<file path="config.mk">
export PLATFORM = sky130hd
export DESIGN_NAME = bt_encoder_scheduler
export DESIGN_NICKNAME = d
export VERILOG_FILES = /design/src/rtl/bt_sched_pkg.sv /design/src/rtl/bt_rr_arbiter.sv /design/src/rtl/bt_encoder_scheduler.sv
export SDC_FILE = /design/constraint.sdc
export NUM_CORES = 1
export LEC_CHECK = 0
export BUFFER_PORTS_ARGS = -buffer_cell sky130_fd_sc_hd__buf_4
export CORE_MARGIN = 10
export CORE_UTILIZATION = 25
export DETAILED_ROUTE_END_ITERATION = 16
export GPL_ROUTABILITY_DRIVEN = 0
export PLACE_DENSITY = 0.55
export RECOVER_POWER = 50
export SYNTH_ARGS = -nofsm -noshare
export SYNTH_HDL_FRONTEND = slang
export SYNTH_HIERARCHICAL = 1
export SYNTH_SLANG_ARGS = --single-unit
</file>
<file path="constraint.sdc">
create_clock -name clk -period 2.5 [get_ports clk]
set_input_delay 0.125 -clock clk [delete_from_list [all_inputs] [get_ports clk]]
set_output_delay 0.125 -clock clk [all_outputs]
set_load 0.01 [all_outputs]
</file>
<file path="src/rtl/bt_sched_pkg.sv">
// Shared types and widths for the Bluetooth encoder scheduler.
// Holds the scheduler state encoding and the encoder port widths.
package bt_sched_pkg;

    localparam int BT_DATA_W = 33;
    localparam int BT_CMD_W  = 4;
    localparam int BT_OUT_W  = 128;
    localparam int SRC_W     = 3;
    localparam int CNT_W     = 16;

    typedef enum logic [1:0] {
        IDLE  = 2'd0,
        START = 2'd1,
        WAIT  = 2'd2,
        OUT   = 2'd3
    } sched_state_t;

endpackage

</file>
<file path="src/rtl/bt_rr_arbiter.sv">
// Combinational round-robin pick: first requester above last_grant, wrapping to the lowest.
// The pointer register stays in the scheduler.
module bt_rr_arbiter
    import bt_sched_pkg::*;
#(
    parameter int NUM_REQ = 3
) (
    input  logic [NUM_REQ-1:0] req,
    input  logic [SRC_W-1:0]   last_grant,
    output logic [NUM_REQ-1:0] grant,
    output logic [SRC_W-1:0]   grant_idx,
    output logic               grant_valid
);

    logic hi_found;
    logic lo_found;
    int   hi_idx;
    int   lo_idx;
    int   sel;

    always_comb begin
        hi_found = 1'b0;
        lo_found = 1'b0;
        hi_idx   = 0;
        lo_idx   = 0;
        // Descending scans so the lowest matching index is the one left standing.
        for (int j = NUM_REQ - 1; j >= 0; j--) begin
            if (req[j] && (j > int'(last_grant))) begin
                hi_idx   = j;
                hi_found = 1'b1;
            end
            if (req[j]) begin
                lo_idx   = j;
                lo_found = 1'b1;
            end
        end
        // Nothing above the pointer means the search wrapped: lowest set bit wins.
        sel         = hi_found ? hi_idx : lo_idx;
        grant_valid = lo_found;
        grant_idx   = SRC_W'(sel);
        grant       = '0;
        for (int j = 0; j < NUM_REQ; j++) begin
            grant[j] = lo_found && (sel == j);
        end
    end

endmodule

</file>
<file path="src/rtl/bt_encoder_scheduler.sv">
// Shares one Bluetooth encoder among NUM_REQ requesters: round-robin grant,
// start/done sequencing with timeout, and capture of the encoded word for transmit.
module bt_encoder_scheduler
    import bt_sched_pkg::*;
#(
    parameter int NUM_REQ = 3,
    parameter int TIMEOUT = 255
) (
    input  logic                           clk,
    input  logic                           reset,
    input  logic [NUM_REQ-1:0]             req_valid,
    input  logic [NUM_REQ*BT_DATA_W-1:0]   req_data,
    input  logic [NUM_REQ*BT_CMD_W-1:0]    req_cmd,
    output logic [NUM_REQ-1:0]             req_ready,
    output logic [BT_DATA_W-1:0]           enc_input_data,
    output logic [BT_CMD_W-1:0]            enc_command_select,
    output logic                           enc_start,
    input  logic                           enc_done,
    input  logic [BT_OUT_W-1:0]            enc_output_data,
    output logic [BT_OUT_W-1:0]            tx_data,
    output logic [SRC_W-1:0]               tx_src,
    output logic                           tx_valid,
    input  logic                           tx_ready,
    output logic                           timeout_err,
    output logic [1:0]                     state_dbg
);

    localparam logic [CNT_W-1:0] TO_LAST = CNT_W'(TIMEOUT - 1);

    sched_state_t         state;
    sched_state_t         next_state;
    logic [SRC_W-1:0]     last_grant;
    logic [CNT_W-1:0]     wait_cnt;
    logic [NUM_REQ-1:0]   grant;
    logic [SRC_W-1:0]     grant_idx;
    logic                 grant_valid;
    logic                 load_grant;
    logic                 capture;
    logic [BT_DATA_W-1:0] sel_data;
    logic [BT_CMD_W-1:0]  sel_cmd;

    bt_rr_arbiter #(
        .NUM_REQ (NUM_REQ)
    ) u_arb (
        .req         (req_valid),
        .last_grant  (last_grant),
        .grant       (grant),
        .grant_idx   (grant_idx),
        .grant_valid (grant_valid)
    );

    always_comb begin
        sel_data = '0;
        sel_cmd  = '0;
        for (int i = 0; i < NUM_REQ; i++) begin
            if (grant[i]) begin
                sel_data = req_data[i*BT_DATA_W +: BT_DATA_W];
                sel_cmd  = req_cmd[i*BT_CMD_W +: BT_CMD_W];
            end
        end
    end

    always_ff @(posedge clk or negedge reset) begin
        if (!reset) begin
            state <= IDLE;
        end else begin
            state <= next_state;
        end
    end

    // Handshakes: req_ready is a one-cycle accept pulse, so the requester pops on
    // req_valid && req_ready; tx_valid holds with tx_data/tx_src stable until the
    // cycle tx_ready is seen high, and the transfer happens on tx_valid && tx_ready.
    always_comb begin
        next_state  = state;
        req_ready   = '0;
        enc_start   = 1'b0;
        timeout_err = 1'b0;
        load_grant  = 1'b0;
        capture     = 1'b0;
        case (state)
            IDLE: begin
                if (grant_valid) begin
                    req_ready  = grant;
                    load_grant = 1'b1;
                    next_state = START;
                end
            end
            START: begin
                enc_start  = 1'b1;
                next_state = WAIT;
            end
            WAIT: begin
                // A late done landing on the final timeout cycle still counts.
                if (enc_done) begin
                    capture    = 1'b1;
                    next_state = OUT;
                end else if (wait_cnt == TO_LAST) begin
                    timeout_err = 1'b1;
                    next_state  = IDLE;
                end
            end
            OUT: begin
                if (tx_ready) begin
                    next_state = IDLE;
                end
            end
            default: next_state = IDLE;
        endcase
    end

    always_ff @(posedge clk or negedge reset) begin
        if (!reset) begin
            enc_input_data     <= '0;
            enc_command_select <= '0;
            tx_src             <= '0;
            last_grant         <= SRC_W'(NUM_REQ - 1);
            wait_cnt           <= '0;
            tx_data            <= '0;
        end else begin
            if (load_grant) begin
                enc_input_data     <= sel_data;
                enc_command_select <= sel_cmd;
                tx_src             <= grant_idx;
                last_grant         <= grant_idx;
            end
            if (enc_start) begin
                wait_cnt <= '0;
            end else if (state == WAIT) begin
                wait_cnt <= wait_cnt + CNT_W'(1);
            end
            if (capture) begin
                tx_data <= enc_output_data;
            end
        end
    end

    assign tx_valid  = (state == OUT);
    assign state_dbg = state;

endmodule

</file>
==> results by group <==
Status
  – Status: complete, but fails checks
  – Violated checks: max-capacitance violations, max-slew violations

Die
  – Starting Density: 25.35%
  – Die area: 39560 um^2
  – Num ports: about 420
  – Core area: 31560 um^2
  – Row cnt: 65
  – Die Span Y: a little under 200 um
  – Die extent in x: 198.9 um

Drt
  – Avg WL per Cell: between 15 and 20 um
  – First-pass DRT Iterations: 4
  – 1st-iter DRT viols: 180
  – DRC: 0
  – DR vias: 7177
  – Post-DRT Antenna Nets: 0
  – Drt via density: 4.430
  – DRT Wirelength: 30.61 mm

Yosys
  – Synth Register Bits: 187
  – YS warnings: 6
  – Mapped Area: approximately 8000 um^2
  – Syn Inst Count: 626
  – Unique masters post-synth: 43
  – EDFF count, synth: 0
  – Synth area leaders: dfrtp_1, mux2_2, a221oi_1
  – Ys async rst share: 100.0%
  – Post-Syn Nets: 879
  – Ys flop type: dfrtp_1
  – Area share of the largest cell type after synthesis: around three fifths
  – Synth Area per Inst: around 13 um^2
  – Area leader, netlist: dfrtp_1
  – Sequential fraction of the synthesis area: 58.51%

Power and ir drop
  – Peak VDD IR: around 0.46 mV
  – Final Power: 13.92 mW
  – Pwr/cell area: roughly 1000 nW/um^2
  – Leakage: 6.121 nW

Timing
  – Pins Over Slew Limit: 62
  – RSZ-0062 raised after global routing: yes
  – Worst-margin pin slew: between 1.5 and 2 ns
  – Fmax: 415.0 MHz
  – Min Tclk post-route: around 2.4 ns
  – Max transition margin: -13.87%
  – Finish-stage setup viols: 0
  – Period utilization: between 90% and 100%
  – Final WS setup: 0.09064 ns
  – Final Hold Viols: 0
  – Worst clock skew: 0.009812 ns

CTS
  – CTS tree: done
  – Htree depth: 4
  – Clock latency on the worst-skew pair: 0.44 ns
  – Clock Tree Buf Depth: 2
  – CTS Root Cell: clkbuf_16
  – Worst-path clk slew: 0.08 ns
  – Clock sinks: 187
  – Cts bufs inserted: 17

Finish
  – Syn-to-layout area delta: 68.42%
  – Number of non-filler instances in the completed layout: around 1600
  – Nets@finish: 1456
  – Final Instance Area: 13470 um^2
  – Layout cell share with drive strength beyond 1: 40.63%

Global route
  – Pin count of the biggest net entering global routing: 64
  – Vias in the first global route: 7783
  – Global-route wire length before repair: 46.48 mm
  – Met1 Track Usage GR: 17.02%
  – Initial antenna violation count: 1
  – GR peak layer: met2
  – Met3 usage: 6.438%
  – Total global-route track usage: between 10% and 20%
  – Met2 GRT Util: 25.07%
  – Grt total ovfl: 0

Critical path
  – Worst path top cell family by delay: simple AND/OR/NAND/NOR gates
  – CP peak stage delay: 0.56 ns
  – R2r setup slk: between 0.2 and 0.25 ns
  – Crit path from: wait_cnt[9]
  – Worst Setup EP: timeout_err
  – Critical Path AT: 2.28 ns
  – CP endpoint kind: output port
  – CP dominant cell by count: or4_4
  – Max Fanout on Critical Path: 6
  – Reg2reg start: state_dbg[0]
  – Slowest stage cell, crit path: or4_4
  – CP Class: reg -> out
  – CP Launch Type: register
  – Worst path depth: 4
  – Worst EP required: 2.38 ns
  – Reg-to-reg endpoint: wait_cnt[15]
  – Worst reg2reg path depth: 6
  – CP bufs+invs: 1
  – CP Cell Sequence: or4_4 > or4_4 > nor3b_2 > buf_4

Hold path
  – Min-delay worst type: in -> reg

Job
  – Max_cap viols: 1

Placed design
  – Area of placed instances: 11710 um^2
  – PortBufs: ~420
  – Placed cell count: between 1000 and 1500
  – DP Wirelength: between 20 and 25 mm
  – Place WS: 0.1584 ns
state kept, by name, indices dropped and copies added (netlist names):
register / count
tx_data: 128
state_dbg: 2
last_grant: 1
enc_input_data: 33
enc_command_select: 4
wait_cnt: 16
tx_src: 3
cells in the final DEF, fill, tap and decap left out, types with 2 or more instances in the layout:
master         count
buf_4            313
dfrtp_1          186
dlygate4sd3_1    163
mux2_2           130
clkbuf_1         119
nand2_1           51
o31ai_1           38
nor2b_1           36
a221oi_1          36
clkbuf_16         17
o21ai_0           11
inv_1              9
a21oi_1            9
or3_1              7
nor2_1             7
ha_1               7
clkinv_4           6
buf_12             6
nand3_1            5
and3_1             4
nand4_1            4
clkinv_2           4
or4_4              3
nand2b_1           3
xnor2_1            3
nor3_1             3
diode_2            2
nand2_4            2
a31oi_1            2
xor2_1             2
nand3b_1           2
clkbuf_8           2
o21a_1             2
logic make-up (layout without fill, tap and decap cells):
| family | after synthesis | count (layout) | synth area share (%) |
|---|---|---|---|
| xor+xnor | 5 | 5 | 0.5475 |
| other cells | 1 | 3 | 0.04687 |
| compound gates | 105 | 105 | 9.837 |
| mux | 131 | 131 | 18.42 |
| flops | 187 | 187 | 58.51 |
| simple gates | 138 | 138 | 8.961 |
| fa+ha+maj | 7 | 7 | 1.095 |
| buf+inv | 52 | 642 | 2.581 |
synth_stat cells (2+ instances only):
cell,count
xnor2_1,3
xor2_1,2
nand3b_1,2
nor2_1,7
inv_1,9
o31ai_1,38
nand3_1,5
buf_4,3
mux2_2,130
a221oi_1,36
nor2b_1,37
nor3b_1,2
nand2_1,54
nand2b_1,3
and3_1,4
o21ai_0,11
a31oi_1,2
or4_1,4
nor3_1,3
a21oi_1,9
dfrtp_1,186
or3_1,7
nand4_1,4
ha_1,7
buf_1,2
clkbuf_1,38
o21a_1,2
per-stage QoR:
step / util [%] / setup TNS (ns) / hold WS, ns
after CTS: 44.08 / 0 / 0.0007812
after global placement: 37.10 / 0 / 0.1732
after global routing: 42.69 / -0.005957 / 0.01302
final: 42.70 / 0 / 0.02699
after detailed placement: 37.10 / 0 / 0.1684
after floorplan: - / 0 / -0.1706
layer usage:
metal  vias to the layer above  wire length, um  part of all wire, %
li1                       3423                -                    -
met1                      3438            12320                   40
met2                       279            14830                   48
met3                        37             2846                  9.3
met4                         0              612                  2.0
met5                         -                0                    0
where the power goes:
group	internal [mW]	switching [mW]	total, mW
Combinational	2.95	3.21	6.16
Clock	1.34	1.23	2.56
Sequential	4.44	0.760	5.20
final cells by class:
class | instances | area (um^2)
Fill cell | 3048 | 18080
Sequential cell | 187 | 4681
Timing Repair Buffer | 601 | 4549
Multi-Input combinational cell | 387 | 3149
Tap cell | 402 | 503.0
Clock buffer | 20 | 456.7
Clock inverter | 12 | 96.34
Inverter | 9 | 33.78
Antenna cell | 2 | 5.005
timing repair:
| item | 4_1_cts | 5_1_grt |
|---|---|---|
| gates cloned | 0 | 0 |
| resized for setup | 2 | 3 |
| setup endpoints to repair | 1 | 4 |
| endpoints found under the hold margin | 222 | 0 |
| hold buffers | 163 | 0 |
| pin swaps | 0 | 1 |
| buffers inserted | 1 | 0 |
worst min path at each step:
stage                 start                     to  slack (ns)  cells past startpoint
3_5_place_dp          reset            tx_data[45]        0.17                      1
2_1_floorplan         reset  enc_command_select[0]       -0.17                      0
3_3_place_gp          reset            tx_data[45]        0.17                      1
6_report       req_data[92]     enc_input_data[26]        0.03                      3
5_1_grt        req_data[92]     enc_input_data[26]        0.01                      3
4_1_cts        req_data[92]     enc_input_data[26]      0.0008                      3
worst min-delay path: stages:
cell     delay, ns
buf_4         0.11
nor2b_1       0.12
o31ai_1       0.08
Note: power is estimated with default switching activity, not from simulation.
